<file path="src/rtl/quad_pkg.sv">
// Quadrature decoder shared definitions.
// Command codes are {load,count}; phase codes are the {A,B} pin pair.
package quad_pkg;

   localparam logic [1:0] CMD_HOLD = 2'b00;
   localparam logic [1:0] CMD_UP   = 2'b01;
   localparam logic [1:0] CMD_LOAD = 2'b10;
   localparam logic [1:0] CMD_DOWN = 2'b11;

   typedef enum logic [1:0] {
      PH_00 = 2'b00,
      PH_10 = 2'b10,
      PH_11 = 2'b11,
      PH_01 = 2'b01
   } phase_t;

   function automatic logic [1:0] ph_fwd(input logic [1:0] p);
      logic [1:0] r;
      r = PH_00;
      unique case (p)
         PH_00: r = PH_10;
         PH_10: r = PH_11;
         PH_11: r = PH_01;
         PH_01: r = PH_00;
      endcase
      return r;
   endfunction

   function automatic logic [1:0] ph_rev(input logic [1:0] p);
      logic [1:0] r;
      r = PH_00;
      unique case (p)
         PH_00: r = PH_01;
         PH_01: r = PH_11;
         PH_11: r = PH_10;
         PH_10: r = PH_00;
      endcase
      return r;
   endfunction

endpackage

</file>
<file path="src/rtl/quad_input_filter.sv">
// Pin front end: 2-flop synchroniser plus run-length glitch filter.
// nxt is the value the synchroniser presents next; warm-up copies it.
module quad_input_filter #(
   parameter int FILTER_LEN = 3
) (
   input  logic clk,
   input  logic clr,
   input  logic pin,
   input  logic warm,
   output logic nxt,
   output logic filt
);

   logic s1;
   logic s2;

   always_ff @(posedge clk or posedge clr) begin
      if (clr) begin
         s1 <= 1'b0;
         s2 <= 1'b0;
      end else begin
         s1 <= pin;
         s2 <= s1;
      end
   end

   assign nxt = s1;

   generate
      if (FILTER_LEN == 0) begin : g_bypass
         wire unused_warm = warm;
         assign filt = s2;
      end else begin : g_filt
         localparam int CW = $clog2(FILTER_LEN + 1);
         logic [CW-1:0] run;
         logic          held;

         // a bounce back to the held value restarts the run
         always_ff @(posedge clk or posedge clr) begin
            if (clr) begin
               run  <= '0;
               held <= 1'b0;
            end else if (warm) begin
               run  <= '0;
               held <= s1;
            end else if (s2 == held) begin
               run <= '0;
            end else if (run == CW'(FILTER_LEN - 1)) begin
               run  <= '0;
               held <= s2;
            end else begin
               run <= run + 1'b1;
            end
         end

         assign filt = held;
      end
   endgenerate

endmodule

</file>
<file path="src/rtl/quad_step_decoder.sv">
// Quadrature step decoder driving {load,count} of a position counter.
// Flags double transitions and keeps a saturating error count.
module quad_step_decoder
   import quad_pkg::*;
#(
   parameter int FILTER_LEN   = 3,
   parameter int ERR_CNT_BITS = 8
) (
   input  logic                    clk,
   input  logic                    clr,
   input  logic                    en,
   input  logic                    a_in,
   input  logic                    b_in,
   input  logic                    idx_in,
   output logic                    load,
   output logic                    count,
   output logic                    step,
   output logic                    dir,
   output logic                    err,
   output logic [ERR_CNT_BITS-1:0] err_cnt
);

   logic [1:0] warm_cnt;
   logic       warm;
   logic       fa, fb, fi;
   logic       na, nb, ni;
   logic [1:0] ab;
   logic [1:0] phase;
   logic       idx_q;

   logic       fwd, rev, dbl, rise, act;
   logic       up, dn;
   logic [1:0] cmd_n;
   logic       step_n, dir_n, err_n;

   quad_input_filter #(.FILTER_LEN(FILTER_LEN)) u_a (
      .clk(clk), .clr(clr), .pin(a_in),
      .warm(warm), .nxt(na), .filt(fa)
   );

   quad_input_filter #(.FILTER_LEN(FILTER_LEN)) u_b (
      .clk(clk), .clr(clr), .pin(b_in),
      .warm(warm), .nxt(nb), .filt(fb)
   );

   quad_input_filter #(.FILTER_LEN(FILTER_LEN)) u_i (
      .clk(clk), .clr(clr), .pin(idx_in),
      .warm(warm), .nxt(ni), .filt(fi)
   );

   assign warm = (warm_cnt != 2'd0);
   assign ab   = {fa, fb};

   always_ff @(posedge clk or posedge clr) begin
      if (clr)
         warm_cnt <= 2'd2;
      else if (warm)
         warm_cnt <= warm_cnt - 2'd1;
   end

   assign fwd  = (ab == ph_fwd(phase));
   assign rev  = (ab == ph_rev(phase));
   assign dbl  = (ab == ~phase);
   assign rise = fi & ~idx_q;
   assign act  = en & ~warm;
   assign up   = fwd & ~rise;
   assign dn   = rev & ~rise;

   always_comb begin
      cmd_n  = CMD_HOLD;
      step_n = 1'b0;
      dir_n  = dir;
      err_n  = 1'b0;
      if (act) begin
         err_n = dbl;
         unique case (1'b1)
            rise: cmd_n = CMD_LOAD;
            up: begin
               cmd_n  = CMD_UP;
               step_n = 1'b1;
               dir_n  = 1'b1;
            end
            dn: begin
               cmd_n  = CMD_DOWN;
               step_n = 1'b1;
               dir_n  = 1'b0;
            end
            default: cmd_n = CMD_HOLD;
         endcase
      end
   end

   // warm-up loads what the synchroniser is about to show
   always_ff @(posedge clk or posedge clr) begin
      if (clr) begin
         phase <= PH_00;
         idx_q <= 1'b0;
      end else if (warm) begin
         phase <= {na, nb};
         idx_q <= ni;
      end else begin
         phase <= ab;
         idx_q <= fi;
      end
   end

   always_ff @(posedge clk or posedge clr) begin
      if (clr) begin
         load    <= 1'b0;
         count   <= 1'b0;
         step    <= 1'b0;
         dir     <= 1'b0;
         err     <= 1'b0;
         err_cnt <= '0;
      end else begin
         {load, count} <= cmd_n;
         step          <= step_n;
         dir           <= dir_n;
         err           <= err_n;
         if (err_n && !(&err_cnt))
            err_cnt <= err_cnt + 1'b1;
      end
   end

endmodule

</file>
<file path="config.mk">
export PLATFORM = sky130hd
export DESIGN_NAME = quad_step_decoder
export DESIGN_NICKNAME = d
export VERILOG_FILES = /design/src/rtl/quad_pkg.sv /design/src/rtl/quad_input_filter.sv /design/src/rtl/quad_step_decoder.sv
export SDC_FILE = /design/constraint.sdc
export NUM_CORES = 1
export LEC_CHECK = 0
export CAP_MARGIN = 20
export CORE_UTILIZATION = 30
export DETAILED_ROUTE_END_ITERATION = 12
export PLACE_DENSITY = 0.52
export SETUP_SLACK_MARGIN = 0.4
export SKIP_CTS_REPAIR_TIMING = 1
export SYNTH_ARGS = -nofsm -noshare
export SYNTH_HDL_FRONTEND = slang
export SYNTH_SLANG_ARGS = --single-unit
</file>
<file path="constraint.sdc">
create_clock -name clk -period 2.7 [get_ports clk]
set_input_delay 0.54 -clock clk [delete_from_list [all_inputs] [get_ports clk]]
set_output_delay 0.54 -clock clk [all_outputs]
set_load 0.005 [all_outputs]
</file>
==> flow_metrics.py <==
metrics = {
    "critical_path": {
        "worstReg2RegEnd": "err_cnt[4]",
        "critPathTopFamily": "buffers and inverters",
        "cpMaxStageDelayCell": "clkdlybuf4s50_1",
        "crit_buf_inv": 1,
        "r2r_cells": 6,
        "crit_start": "err_cnt[5]",
        "critical_path.max_fanout": 6,
        "worstSetupEndpoint": "err_cnt[5]",
        "critPathCaptureType": "primary output",
        "crit_type": "register to primary output",
        "cp.depth": 1,
        "arrival_ns": 1.28,
        "start_kind": "register",
        "worst-r2r-setup-slack_ns": 0.92,
        "worstReg2RegStart": "warm_cnt[1]",
        "cp.required_ns": 2.16,
        "cp_cell_sequence": "clkdlybuf4s50_1",
        "slowest_delay_ns": 0.54,
    },
    "yosys": {
        "syn_nets": 119,
        "synth_area_leaders": "dfrtp_1 (58%), xnor2_1 (4.4%), xor2_1 (3.2%)",
        "yosys_warnings": 0,
        "synth.largest_area_cell": "dfrtp_1",
        "yosysMostFrequentCell": "dfrtp_1",
        "yosysSeqAreaShare_pct": 59.76,
        "avgSynthCellArea_um2": 12.47,
        "ys_types": 32,
        "ys_ff_latch": 33,
        "syn_inst": 111,
        "synth_area_um2": 1384,
        "synth_edf_count": 0,
        "synth_top_area_share_pct": 57.87,
        "async_reset_ff_share_pct": 100.0,
        "synth_flop_cell": "dfrtp_1",
        "synthTopCellsByCount": "dfrtp_1 (32), nand2_1 (9), xnor2_1 (7), nor2_1 (6)",
    },
    "die": {
        "die_w_um": 69.92,
        "start_util_pct": 31.56,
        "die_area_um2": 4888,
        "rows": 24,
        "io_pins": 19,
        "die_y_um": 69.92,
        "coreArea_um2": 4384,
    },
    "timing": {
        "finalSetupViolCount": 0,
        "setup_slack_ns": 0.8814,
        "tns_ns": 0,
        "timing.fmax_ghz": 0.5499,
        "rsz0062_at_grt": "no",
        "slew_headroom_pct": 73.06,
        "fin_crit_sh_pct": 67.36,
        "fin_crit_ns": 1.819,
        "final_max_slew_viol_count": 0,
        "hold_violations": 0,
        "skew_ns": 0.002250,
        "tightestPinTransition_ns": 0.4041,
    },
    "drt": {
        "drt_iter0_markers": 41,
        "dr_total_vias": 885,
        "ant_nets": 0,
        "first_pass_iters": 4,
        "wl_um": 2254,
        "drc": 0,
        "wl_per_cell_um": 11.99,
        "vias_per_cell": 4.707,
    },
    "clock_tree": {
        "cts_tree": "done",
        "clk_pin_slew_ns": 0.06,
        "cts_made_buffers": 5,
        "clock-root-buffer": "clkbuf_8",
        "clockBufferDepth": 2,
        "clk_latency_ns": 0.28,
        "clock-sinks": 33,
        "cts_max_level": 2,
    },
    "placed_design": {
        "pre_cts_ws_ns": 0.6046,
        "io_buffers": 18,
        "dp_cells": 180,
        "placed_cell_area_um2": 1628,
        "hpwlAfterDp_um": 1626,
        "gp_congestion": 0.7503,
    },
    "final_layout": {
        "instances_no_fill": 188,
        "area_growth_pct": 26.04,
        "nets": 143,
        "num_antenna_cells": 0,
        "layout-drive-gt1-share_pct": 11.76,
        "fin_area_um2": 1744,
    },
    "grt": {
        "grt.total_usage_pct": 10.29,
        "grt_pass1_vias": 849,
        "overflow": 0,
        "grt_max_degree": 34,
        "grt_antenna_before_repair": 0,
        "grt_pass1_wl_um": 3760,
    },
    "power": {
        "swShare_pct": 29.48,
        "power.share.clock_pct": 26.8,
        "p_seq_share_pct": 44.0,
        "p_leak_nw": 0.7657,
        "powerDensity_nw_per_um2": 998.2,
        "comb_power_share_pct": 29.2,
        "power.internal_mw": 1.228,
        "irDropWorstVdd_mv": 0.4449,
        "p_sw_mw": 0.5132,
    },
    "min_path": {
        "hp-class": "register to register",
    },
    "outcome": {
        "status": "completed",
    },
    "flow_run": {
        "drv_cap": 0,
    },
}
## per-stage QoR
stage	power [mW]	utilization [%]	hold slack, ns
2_1_floorplan	1.095	-	0.3712
3_3_place_gp	1.269	37.13	0.3880
3_5_place_dp	1.292	37.13	0.3931
4_1_cts	1.770	39.78	0.4085
5_1_grt	1.855	39.78	0.4196
6_report	1.741	39.78	0.4030
## worst register-to-register path, cell delays in order, from the launching register on
cell and delay, ns:
dfstp_2 0.51, inv_1 0.04, ha_1 0.19, and2_4 0.16, and3_1 0.23, and4_1 0.23, mux2_1 0.30
## state kept, by name (all words and copies together), names as in the netlist, 2 cells and up
signal and flops:
err_cnt 8, phase 2, u_a.g_filt.run 2, u_b.g_filt.run 2
u_i.g_filt.run 2, warm_cnt 2
## layout by cell type (no fill, tap or decap), drive strengths merged
cell type,n
dfrtp,32
clkdlybuf4s50,18
nand2,9
xnor2,7
clkbuf,7
nor2,6
xor2,5
nand2b,5
a21oi,5
mux2,5
mux2i,4
nor2b,3
inv,3
nor4b,3
nor4bb,3
nand3,2
a31oi,2
o21ai,2
ha,2
buf,2
nand4,2
and2,1
o2111ai,1
and3,1
and4,1
o2111a,1
a41oi,1
a21boi,1
bufinv,1
dfstp,1
## final cells by class
| class | count | area, um^2 |
|---|---|---|
| Inverter | 3 | 11.26 |
| Tap cell | 52 | 65.06 |
| Timing Repair Buffer | 20 | 195.2 |
| Fill cell | 426 | 2640 |
| Sequential cell | 33 | 827.0 |
| Clock inverter | 1 | 30.03 |
| Clock buffer | 7 | 86.33 |
| Multi-Input combinational cell | 72 | 529.3 |
## layer usage
layer  GRT usage, %  up-vias  part of all wire (%)
met5              0        -                     0
met4          6.000        0                   1.8
met3          4.329        5                   6.1
met2          16.13       24                    47
met1          11.72      422                    45
li1               -      434                     -
## logic make-up after synthesis
| group | count (synthesis) | synth area share (%) |
|---|---|---|
| AOI/OAI and AO/OA | 13 | 6.058 |
| xor gates and xnor gates | 12 | 7.595 |
| adders and majority gates | 2 | 1.808 |
| buffers and inverters | 6 | 1.989 |
| DFF | 33 | 59.77 |
| muxes | 9 | 7.233 |
| and+or+nand+nor | 36 | 15.55 |
## power groups by stage
| stage | clock network, mW | logic, mW | registers [mW] |
|---|---|---|---|
| 2_1_floorplan | 0 | 0.338 | 0.757 |
| 3_3_place_gp | 0 | 0.499 | 0.770 |
| 3_5_place_dp | 0 | 0.514 | 0.778 |
| 4_1_cts | 0.484 | 0.516 | 0.770 |
| 5_1_grt | 0.504 | 0.560 | 0.791 |
| 6_report | 0.466 | 0.508 | 0.767 |
## worst min path at each step
stage             from     end  slack [ns]  depth (start not counted)
2_1_floorplan  u_a.nxt  u_a.s2        0.37                          0
3_3_place_gp   u_i.nxt  u_i.s2        0.39                          0
3_5_place_dp   u_i.nxt  u_i.s2        0.39                          0
4_1_cts        u_i.nxt  u_i.s2        0.41                          0
5_1_grt        u_i.nxt  u_i.s2        0.42                          0
6_report       u_i.nxt  u_i.s2        0.40                          0
Power figures use the tool's default switching activity.
